### src/rtl/sram_fifo_ctrl_pkg.sv
// Shared sizing and grant encoding for the SRAM-backed FIFO controller.
package fifo_package;

  localparam int DATA_WIDTH = 8;
  localparam int ADDR_WIDTH = 3;
  localparam int SRAM_DEPTH = 8;

  // Occupancy spans SRAM entries + in-flight read + 2 output-buffer slots.
  localparam int FIFO_CNT_W = $clog2(SRAM_DEPTH + 3);

  typedef enum logic [1:0] {
    GNT_IDLE,
    GNT_RD,
    GNT_WR
  } fifo_gnt_e;

endpackage

### src/rtl/sram_fifo_ctrl_out_buf.sv
// Two-entry in-order output buffer fed by SRAM read returns, drained by the pop handshake.
module fifo_out_buf #(
  parameter int DATA_W = 8
) (
  input  logic              clk,
  input  logic              rst_ni,
  input  logic              wr_valid_i,
  input  logic [DATA_W-1:0] wr_data_i,
  output logic              pop_valid_o,
  output logic [DATA_W-1:0] pop_data_o,
  input  logic              pop_ready_i,
  output logic [1:0]        ob_cnt_o
);

  logic [DATA_W-1:0] e0_q, e0_d, e1_q, e1_d;
  logic [1:0]        cnt_q, cnt_d;
  logic              pop;

  assign pop         = (cnt_q != 2'd0) && pop_ready_i;
  assign pop_valid_o = (cnt_q != 2'd0);
  assign pop_data_o  = e0_q;
  assign ob_cnt_o    = cnt_q;

  // NOTE: next-state logic uses blocking '=' with defaults first (no latches); the register block uses '<='.
  always_comb begin
    e0_d  = e0_q;
    e1_d  = e1_q;
    cnt_d = cnt_q;
    unique case ({pop, wr_valid_i})
      2'b01: begin
        if (cnt_q == 2'd0) e0_d = wr_data_i;
        else               e1_d = wr_data_i;
        cnt_d = cnt_q + 2'd1;
      end
      2'b10: begin
        if (cnt_q == 2'd2) e0_d = e1_q;
        cnt_d = cnt_q - 2'd1;
      end
      2'b11: begin
        if (cnt_q == 2'd2) begin
          e0_d = e1_q;
          e1_d = wr_data_i;
        end else begin
          e0_d = wr_data_i;
        end
      end
      default: ;
    endcase
  end

  always_ff @(posedge clk or negedge rst_ni) begin
    if (!rst_ni) begin
      e0_q  <= '0;
      e1_q  <= '0;
      cnt_q <= 2'd0;
    end else begin
      e0_q  <= e0_d;
      e1_q  <= e1_d;
      cnt_q <= cnt_d;
    end
  end

endmodule

### src/rtl/sram_fifo_ctrl.sv
// FIFO controller using a single-port SRAM as storage; one SRAM access per cycle chosen by an arbiter.
module sram_fifo_ctrl
  import fifo_package::*;
#(
  parameter int DATA_W = DATA_WIDTH,
  parameter int ADDR_W = ADDR_WIDTH,
  parameter int DEPTH  = SRAM_DEPTH
) (
  input  logic                  clk,
  input  logic                  rst_ni,
  input  logic                  push_valid_i,
  input  logic [DATA_W-1:0]     push_data_i,
  output logic                  push_ready_o,
  output logic                  pop_valid_o,
  output logic [DATA_W-1:0]     pop_data_o,
  input  logic                  pop_ready_i,
  output logic [ADDR_W-1:0]     sram_addr_o,
  output logic [DATA_W-1:0]     sram_wdata_o,
  output logic                  sram_we_o,
  input  logic [DATA_W-1:0]     sram_rdata_i,
  output logic [FIFO_CNT_W-1:0] count_o,
  output logic                  full_o,
  output logic                  empty_o
);

  logic [ADDR_W-1:0]     wr_ptr_q, wr_ptr_d, rd_ptr_q, rd_ptr_d;
  logic [FIFO_CNT_W-1:0] mem_cnt_q, mem_cnt_d;
  logic                  rd_inflight_q, rd_inflight_d;
  logic [1:0]            ob_cnt, ob_load;
  logic                  mem_full, mem_empty, starve;
  fifo_gnt_e             gnt;

  function automatic logic [ADDR_W-1:0] ptr_inc(input logic [ADDR_W-1:0] p);
    return (p == ADDR_W'(DEPTH - 1)) ? '0 : p + ADDR_W'(1);
  endfunction

  assign mem_full  = (mem_cnt_q == FIFO_CNT_W'(DEPTH));
  assign mem_empty = (mem_cnt_q == '0);
  assign ob_load   = ob_cnt + {1'b0, rd_inflight_q};
  // A drained output side preempts writes so the head never stalls behind pushes.
  assign starve    = !mem_empty && (ob_load == 2'd0);

  assign push_ready_o = !mem_full && !starve;

  always_comb begin
    gnt = GNT_IDLE;
    if (starve)                                gnt = GNT_RD;
    else if (push_valid_i && !mem_full)        gnt = GNT_WR;
    else if (!mem_empty && (ob_load < 2'd2))   gnt = GNT_RD;
  end

  always_comb begin
    wr_ptr_d      = wr_ptr_q;
    rd_ptr_d      = rd_ptr_q;
    mem_cnt_d     = mem_cnt_q;
    rd_inflight_d = 1'b0;
    unique case (gnt)
      GNT_WR: begin
        wr_ptr_d  = ptr_inc(wr_ptr_q);
        mem_cnt_d = mem_cnt_q + FIFO_CNT_W'(1);
      end
      GNT_RD: begin
        rd_ptr_d      = ptr_inc(rd_ptr_q);
        mem_cnt_d     = mem_cnt_q - FIFO_CNT_W'(1);
        rd_inflight_d = 1'b1;
      end
      default: ;
    endcase
  end

  assign sram_we_o    = (gnt == GNT_WR);
  assign sram_addr_o  = (gnt == GNT_WR) ? wr_ptr_q : rd_ptr_q;
  assign sram_wdata_o = push_data_i;

  always_ff @(posedge clk or negedge rst_ni) begin
    if (!rst_ni) begin
      wr_ptr_q      <= '0;
      rd_ptr_q      <= '0;
      mem_cnt_q     <= '0;
      rd_inflight_q <= 1'b0;
    end else begin
      wr_ptr_q      <= wr_ptr_d;
      rd_ptr_q      <= rd_ptr_d;
      mem_cnt_q     <= mem_cnt_d;
      rd_inflight_q <= rd_inflight_d;
    end
  end

  fifo_out_buf #(
    .DATA_W (DATA_W)
  ) u_out_buf (
    .clk         (clk),
    .rst_ni      (rst_ni),
    .wr_valid_i  (rd_inflight_q),
    .wr_data_i   (sram_rdata_i),
    .pop_valid_o (pop_valid_o),
    .pop_data_o  (pop_data_o),
    .pop_ready_i (pop_ready_i),
    .ob_cnt_o    (ob_cnt)
  );

  assign count_o = mem_cnt_q + FIFO_CNT_W'(rd_inflight_q) + FIFO_CNT_W'(ob_cnt);
  assign full_o  = mem_full;
  assign empty_o = (count_o == '0);

endmodule
### config.mk
export PLATFORM = sky130hd
export DESIGN_NAME = sram_fifo_ctrl
export DESIGN_NICKNAME = d
export VERILOG_FILES = /design/src/rtl/sram_fifo_ctrl_pkg.sv /design/src/rtl/sram_fifo_ctrl_out_buf.sv /design/src/rtl/sram_fifo_ctrl.sv
export SDC_FILE = /design/constraint.sdc
export NUM_CORES = 1
export LEC_CHECK = 0
export CAP_MARGIN = 40
export CORE_AREA = 2 2 82 84
export CTS_CLUSTER_DIAMETER = 50
export DETAILED_ROUTE_END_ITERATION = 7
export DIE_AREA = 0 0 84 86
export SETUP_SLACK_MARGIN = 0.02
export SYNTH_ARGS = -nofsm -noshare
export SYNTH_HDL_FRONTEND = slang
export SYNTH_SLANG_ARGS = --single-unit
### constraint.sdc
create_clock -name clk -period 2.9 [get_ports clk]
set_input_delay 0.29 -clock clk [delete_from_list [all_inputs] [get_ports clk]]
set_output_delay 0.29 -clock clk [all_outputs]
set_load 0.02 [all_outputs]
## After elaboration in Yosys (flattened, before gate mapping)

Index checks and enable logic that the tools add are counted.

| cells by class | value |
|---|---|
| equality and inequality tests | 13 |
| multiplexer cells | 16 |
| add/subtract/negate cells | 9 |
| $lt $le $gt $ge | 1 |
| reductions and logical operators | 19 |

Operators with widths:

| operator | number |
|---|---|
| two-way mux 8 bit | 5 |
| one-hot mux 8 bit (3 select lines) | 1 |
| one-hot mux 8 bit (2 select lines) | 1 |
| two-way mux 3 bit | 3 |
| equality test 2 bit (second input constant) | 4 |
| logical NOT 4 bit | 2 |
| one-hot mux 4 bit (2 select lines) | 1 |
| nonzero test 2 bit | 4 |
| adder 3 x 1 -> 3 bit (second input constant) | 2 |
| equality test 3 bit (second input constant) | 2 |
| != test 2 x 1 -> 1 bit (second input constant) | 3 |
| AND reduction 3 bit | 2 |
| logical AND 1 bit | 5 |
| adder 4 x 1 -> 4 bit | 1 |
| adder 4 x 1 -> 4 bit (second input constant) | 1 |
| adder 4 x 2 -> 4 bit | 1 |
| equality test 2 x 1 -> 1 bit (second input constant) | 2 |
| equality test 4 bit (second input constant) | 1 |
| logical NOT 2 bit | 2 |
| two-way mux 2 bit | 2 |
| one-hot mux 2 bit (2 select lines) | 1 |
| subtractor 4 x 1 -> 4 bit (second input constant) | 1 |
| logical NOT 1 bit | 3 |
| nonzero test 3 bit | 1 |
| other kinds (6) | 7 |

| word-level totals | value |
|---|---|
| logic and storage cells | 65 |
| register bits | 29 |
| output and inout bits | 28 |
| input port bits | 20 |

## Longest topological paths before layout

| depth | value |
|---|---|
| depth after elaboration | 8 |
| mapped depth | 11 |
| mapped depth without buffers | 11 |

## By module

Synthesis repeated with hierarchy kept, for this count alone.

| unflattened totals | value |
|---|---|
| cells, all modules | 157 |
| area, all modules | 1,806.7 µm² |

Modules (own cells, without submodules):

| module | cells an instance | seq. area each (µm²) | area each (µm²) | instances |
|---|---|---|---|---|
| sram_fifo_ctrl | 87 | 275.3 | 969.7 | 1 |
| fifo_out_buf | 70 | 450.4 | 837.1 | 1 |

## Worst setup path before layout

Ideal clock, no wire load.

| timing path | value |
|---|---|
| path type | reg-to-output |
| from | reg u_out_buf.cnt_q[0] (netlist: u_out_buf.ob_cnt_o[0]) |
| to | out sram_addr_o[0] |
| arrival time | 2.375 ns |
| data required time | 2.610 ns |
| cell stages (with the launch flop) | 9 |
| slack | 0.235 ns |
| path buffers | 1 |
| path through | dfrtp_1 ha_1 xor2_1 nor3_1 nor2_1 and2_1 ha_1 clkbuf_1 mux2_2 |

| on the way | value |
|---|---|
| word-level cells in the longest chain between the ends | 8 |
| elaborated cells on any way between the ends | 10 |

RTL lines:

| what | RTL line | text |
|---|---|---|
| start: declaration | sram_fifo_ctrl_out_buf.sv:16 | `logic [1:0] cnt_q, cnt_d;` |
| start signal: assignment | sram_fifo_ctrl_out_buf.sv:59 | `cnt_q <= cnt_d;` |
| adder 2 x 1 -> 2 bit * | sram_fifo_ctrl.sv:39 | `assign ob_load = ob_cnt + {1'b0, rd_inflight_q};` |
| < comparator 2 bit | sram_fifo_ctrl.sv:49 | `else if (!mem_empty && (ob_load < 2'd2)) gnt = GNT_RD;` |
| logical AND 1 bit | sram_fifo_ctrl.sv:49 |  |
| two-way mux 1 bit | sram_fifo_ctrl.sv:49 |  |
| two-way mux 2 bit | sram_fifo_ctrl.sv:48 | `else if (push_valid_i && !mem_full) gnt = GNT_WR;` |
| two-way mux 2 bit * | sram_fifo_ctrl.sv:47 | `if (starve) gnt = GNT_RD;` |
| equality test 2 bit * | -- |  |
| named net sram_we_o | sram_fifo_ctrl.sv:19 | `output logic sram_we_o,` |
| two-way mux 3 bit * | sram_fifo_ctrl.sv:72 | `assign sram_addr_o = (gnt == GNT_WR) ? wr_ptr_q : rd_ptr_q;` |
| end: declaration | sram_fifo_ctrl.sv:17 | `output logic [ADDR_W-1:0] sram_addr_o,` |

Mark *: on every way through the listed nets, which the timed path passes. The rest lies on a longest branch.

## Final worst setup path

| timing path | value |
|---|---|
| from | reg mem_cnt_q[0] |
| to | out empty_o |

| on the way | value |
|---|---|
| word-level cells in the longest chain between the ends | 3 |

RTL lines:

| what | RTL line | text |
|---|---|---|
| start: declaration | sram_fifo_ctrl.sv:27 | `logic [FIFO_CNT_W-1:0] mem_cnt_q, mem_cnt_d;` |
| start signal: assignment | sram_fifo_ctrl.sv:84 | `mem_cnt_q <= mem_cnt_d;` |
| adder 4 x 1 -> 4 bit | sram_fifo_ctrl.sv:102 | `assign count_o = mem_cnt_q + FIFO_CNT_W'(rd_inflight_q) + FIFO_CNT_W'(ob_cnt);` |
| adder 4 x 2 -> 4 bit | sram_fifo_ctrl.sv:102 |  |
| logical NOT 4 bit | sram_fifo_ctrl.sv:104 | `assign empty_o = (count_o == '0);` |
| end: declaration | sram_fifo_ctrl.sv:23 | `output logic empty_o` |

No other way between the ends.

==> reports/metrics.cfg <==
[placement]
portBuffers = 31
postPlaceCellArea_mm2 = 0.00221
dpl.hpwl_um = 2610
dpl.cell_count = 269
gp_congestion = 0.838

[cells_and_area]
final-seq-area_um2 = 726
synthToLayoutAreaGrowth_pct = 23.9
fillers = 622
final_cell_area_mm2 = 0.00230
fin_nets = 236
multiInputGateArea_mm2 = 0.00102
antenna_cells = 0
fin_cells = 277
drive_above_1_share_pct = 21.5

[yosys]
yosysUniqueCellTypes = 31
yosysMostFrequentCell = dfrtp_1
synth.cell_area_mm2 = 0.00186
synth-async-reset-ratio_pct = 100
ys_top_cells_by_area = dfrtp_1 (39%), mux2_2 (10%), ha_1 (9.4%)
ys_top_cells_by_count = dfrtp_1 (29), mux2_2 (17), ha_1 (14), nand2_1 (14), a21oi_1 (10)
synth_top_area_share_pct = 39.0
yosys_register_bits = 29
syn_avg_cell_area_um2 = 11.0
synth_edf_count = 0
syn_nets = 206
synth_warnings = 0
ys_seq_area_share_pct = 39.0
synth_top_area_cell = dfrtp_1
synth_ff_type = dfrtp_1
synthCells = 169

[sta]
tns_ns = 0
setup_viol = 0
period_share_pct = 94.1
slew_headroom_pct = 53.9
finalHoldViolCount = 0
fin_skew_ns = 0.00370
worstMarginPinSlew_ns = 0.688
rsz0062_at_grt = false
report.final.slew_viol_count = 0
min_period_ns = 2.73
fmax_mhz = 367

[die]
pin_count = 48
std_cell_rows = 29
start_util_pct = 29.6
dieHeight_um = 86
die_w_um = 84
coreArea_mm2 = 0.00628
dieArea_mm2 = 0.00722

[cts]
cts_tree = yes
cts.path.max_buffers = 2
cts-root-buf = clkbuf_8
clock_sinks = 29
clk-insertion-delay-late_ns = 0.28
post-cts-setup-buffers = 0
numCtsBuffers = 5
clk_pin_slew_worst_paths_ns = 0.07
htreeDepth = 2

[global_route]
grt_max_degree = 30
grt_pass1_vias = 1166
grt.total_usage_pct = 9.89
overflow = 0
grt_antenna_before_repair = 0
grt_pass1_wl_um = 5580

[critical_path]
critPathKind = flip-flop to output pin
cp.required_ns = 2.61
critPathMaxFanout = 4
crit_path_max_incr_delay_ns = 0.50
cp_slowest_cell = fa_1
worstPathCellList = inv_1, fa_1, fa_1, inv_1, nor4_1, dlygate4sd2_1
reg2reg_depth = 11
arrival_ns = 2.44
cp-end-kind = output pin
startpoint_type = flip-flop

[run]
maxCapViolations = 0

[power_and_ir_drop]
sequentialPowerShare_pct = 24.1
finalPower_mw = 3.27
p_sw_share_pct = 42.8
internal_power_mw = 1.87
power_frac_comb_pct = 66.0
power.density_mw_per_mm2 = 1420
power.leakage_nw = 1.06
vdd_drop_max_mv = 0.511
switching_power_mw = 1.40
clock_power_share_pct = 9.9

[drt]
antenna_left = 0
vias = 1270
drc = 0
wirelength_um = 3430
dr.first_iter.drc_count = 43
wl_per_cell_um = 12.4
viasPerCell = 4.58
first_pass_iters = 4

[hold_path]
hp-class = input port to asynchronous set/reset pin

[run_status]
outcome = complete, no violations

## cells in the final DEF, fill, tap and decap left out, types with 2 or more instances in the layout
master	count
a21oi_1	10
a22o_1	7
and2_1	2
buf_4	5
clkbuf_8	5
clkdlybuf4s50_1	26
clkinv_2	2
dfrtp_1	29
dlygate4sd2_1	4
fa_1	3
ha_1	13
inv_1	9
mux2_2	17
mux2_4	7
mux2i_1	2
nand2_1	14
nor2_1	8
nor3_1	3
o21ai_0	5
o21ai_1	7
xnor2_1	4
xor2_1	5
## cells by family (layout without fill, tap and decap cells)
family	Yosys count	in the layout	synth area share, %
compound gates	33	33	12.1
xor+xnor	9	9	4.24
fa+ha+maj	17	17	12.6
buf+inv	22	53	6.99
flops	29	29	39.0
mux	26	26	17.0
simple gates	33	33	8.00
## final timing paths
check | startpoint | end | slack [ns]
worst max-delay path | mem_cnt_q[0]$_DFFE_PN0P_ | empty_o | 0.17
min in group clk | u_out_buf.pop_data_o[1]$_DFFE_PN0P_ | u_out_buf.pop_data_o[1]$_DFFE_PN0P_ | 0.49
max in group asynchronous | rst_ni | u_out_buf.e1_q[7]$_DFFE_PN0P_ | 2.21
worst max register to register | rd_inflight_q$_DFF_PN0_ | mem_cnt_q[3]$_DFFE_PN0P_ | 0.29
worst min register to register | u_out_buf.pop_data_o[1]$_DFFE_PN0P_ | u_out_buf.pop_data_o[1]$_DFFE_PN0P_ | 0.49
worst min-delay path | rst_ni | wr_ptr_q[2]$_DFFE_PN0P_ | 0.40
## cell type report
type / count / area share (%)
Clock buffer: 5 / 2.99
Timing Repair Buffer: 36 / 15.0
Sequential cell: 29 / 31.5
Clock inverter: 3 / 0.760
Tap cell: 77 / 4.18
Inverter: 9 / 1.47
Multi-Input combinational cell: 118 / 44.1
## through the flow
step | util, % | hold WS (ns) | setup slack (ns)
4_1_cts | 36.5 | 0.422 | 0.0913
3_5_place_dp | 35.2 | 0.480 | 0.173
5_1_grt | 36.7 | 0.432 | 0.0374
6_report | 36.7 | 0.401 | 0.172
3_3_place_gp | 35.2 | 0.468 | 0.181
2_1_floorplan | - | -0.00559 | 0.235
## flip-flops by register name, indices dropped and copies added, names as in the netlist
signal,count
rd_inflight_q,1
mem_cnt_q,4
rd_ptr_q,3
u_out_buf.e1_q,8
wr_ptr_q,3
u_out_buf.ob_cnt_o,2
u_out_buf.pop_data_o,8
## power by group through the flow
| stage | Combinational, mW | Sequential, mW | Clock [mW] |
|---|---|---|---|
| after floorplan | 1.48 | 0.831 | 0 |
| after CTS | 2.16 | 0.793 | 0.333 |
| after global placement | 2.16 | 0.788 | 0 |
| after global routing | 2.38 | 0.823 | 0.357 |
| after detailed placement | 2.17 | 0.801 | 0 |
| final | 2.16 | 0.788 | 0.323 |
## routing by layer
metal	GRT usage [%]	up-vias	part of all wire [%]
li1	-	637	-
met1	12.4	599	46
met2	15.2	24	46
met3	2.69	10	4.4
met4	6.01	0	2.9
met5	0	-	0
## timing repair
action,4_1_cts,5_1_grt
setup endpoints to repair,4,5
resized for setup,5,2
hold buffers,0,0
## worst max-delay path: cells and delay by family (launching register included)
family                   cells  cell delay [ns]
adder cells (fa/ha/maj)      2             0.98
flip-flops                   1             0.42
AND/OR/NAND/NOR              1             0.24
buffers and inverters        3             0.52
(Power assumes the default switching activity.)
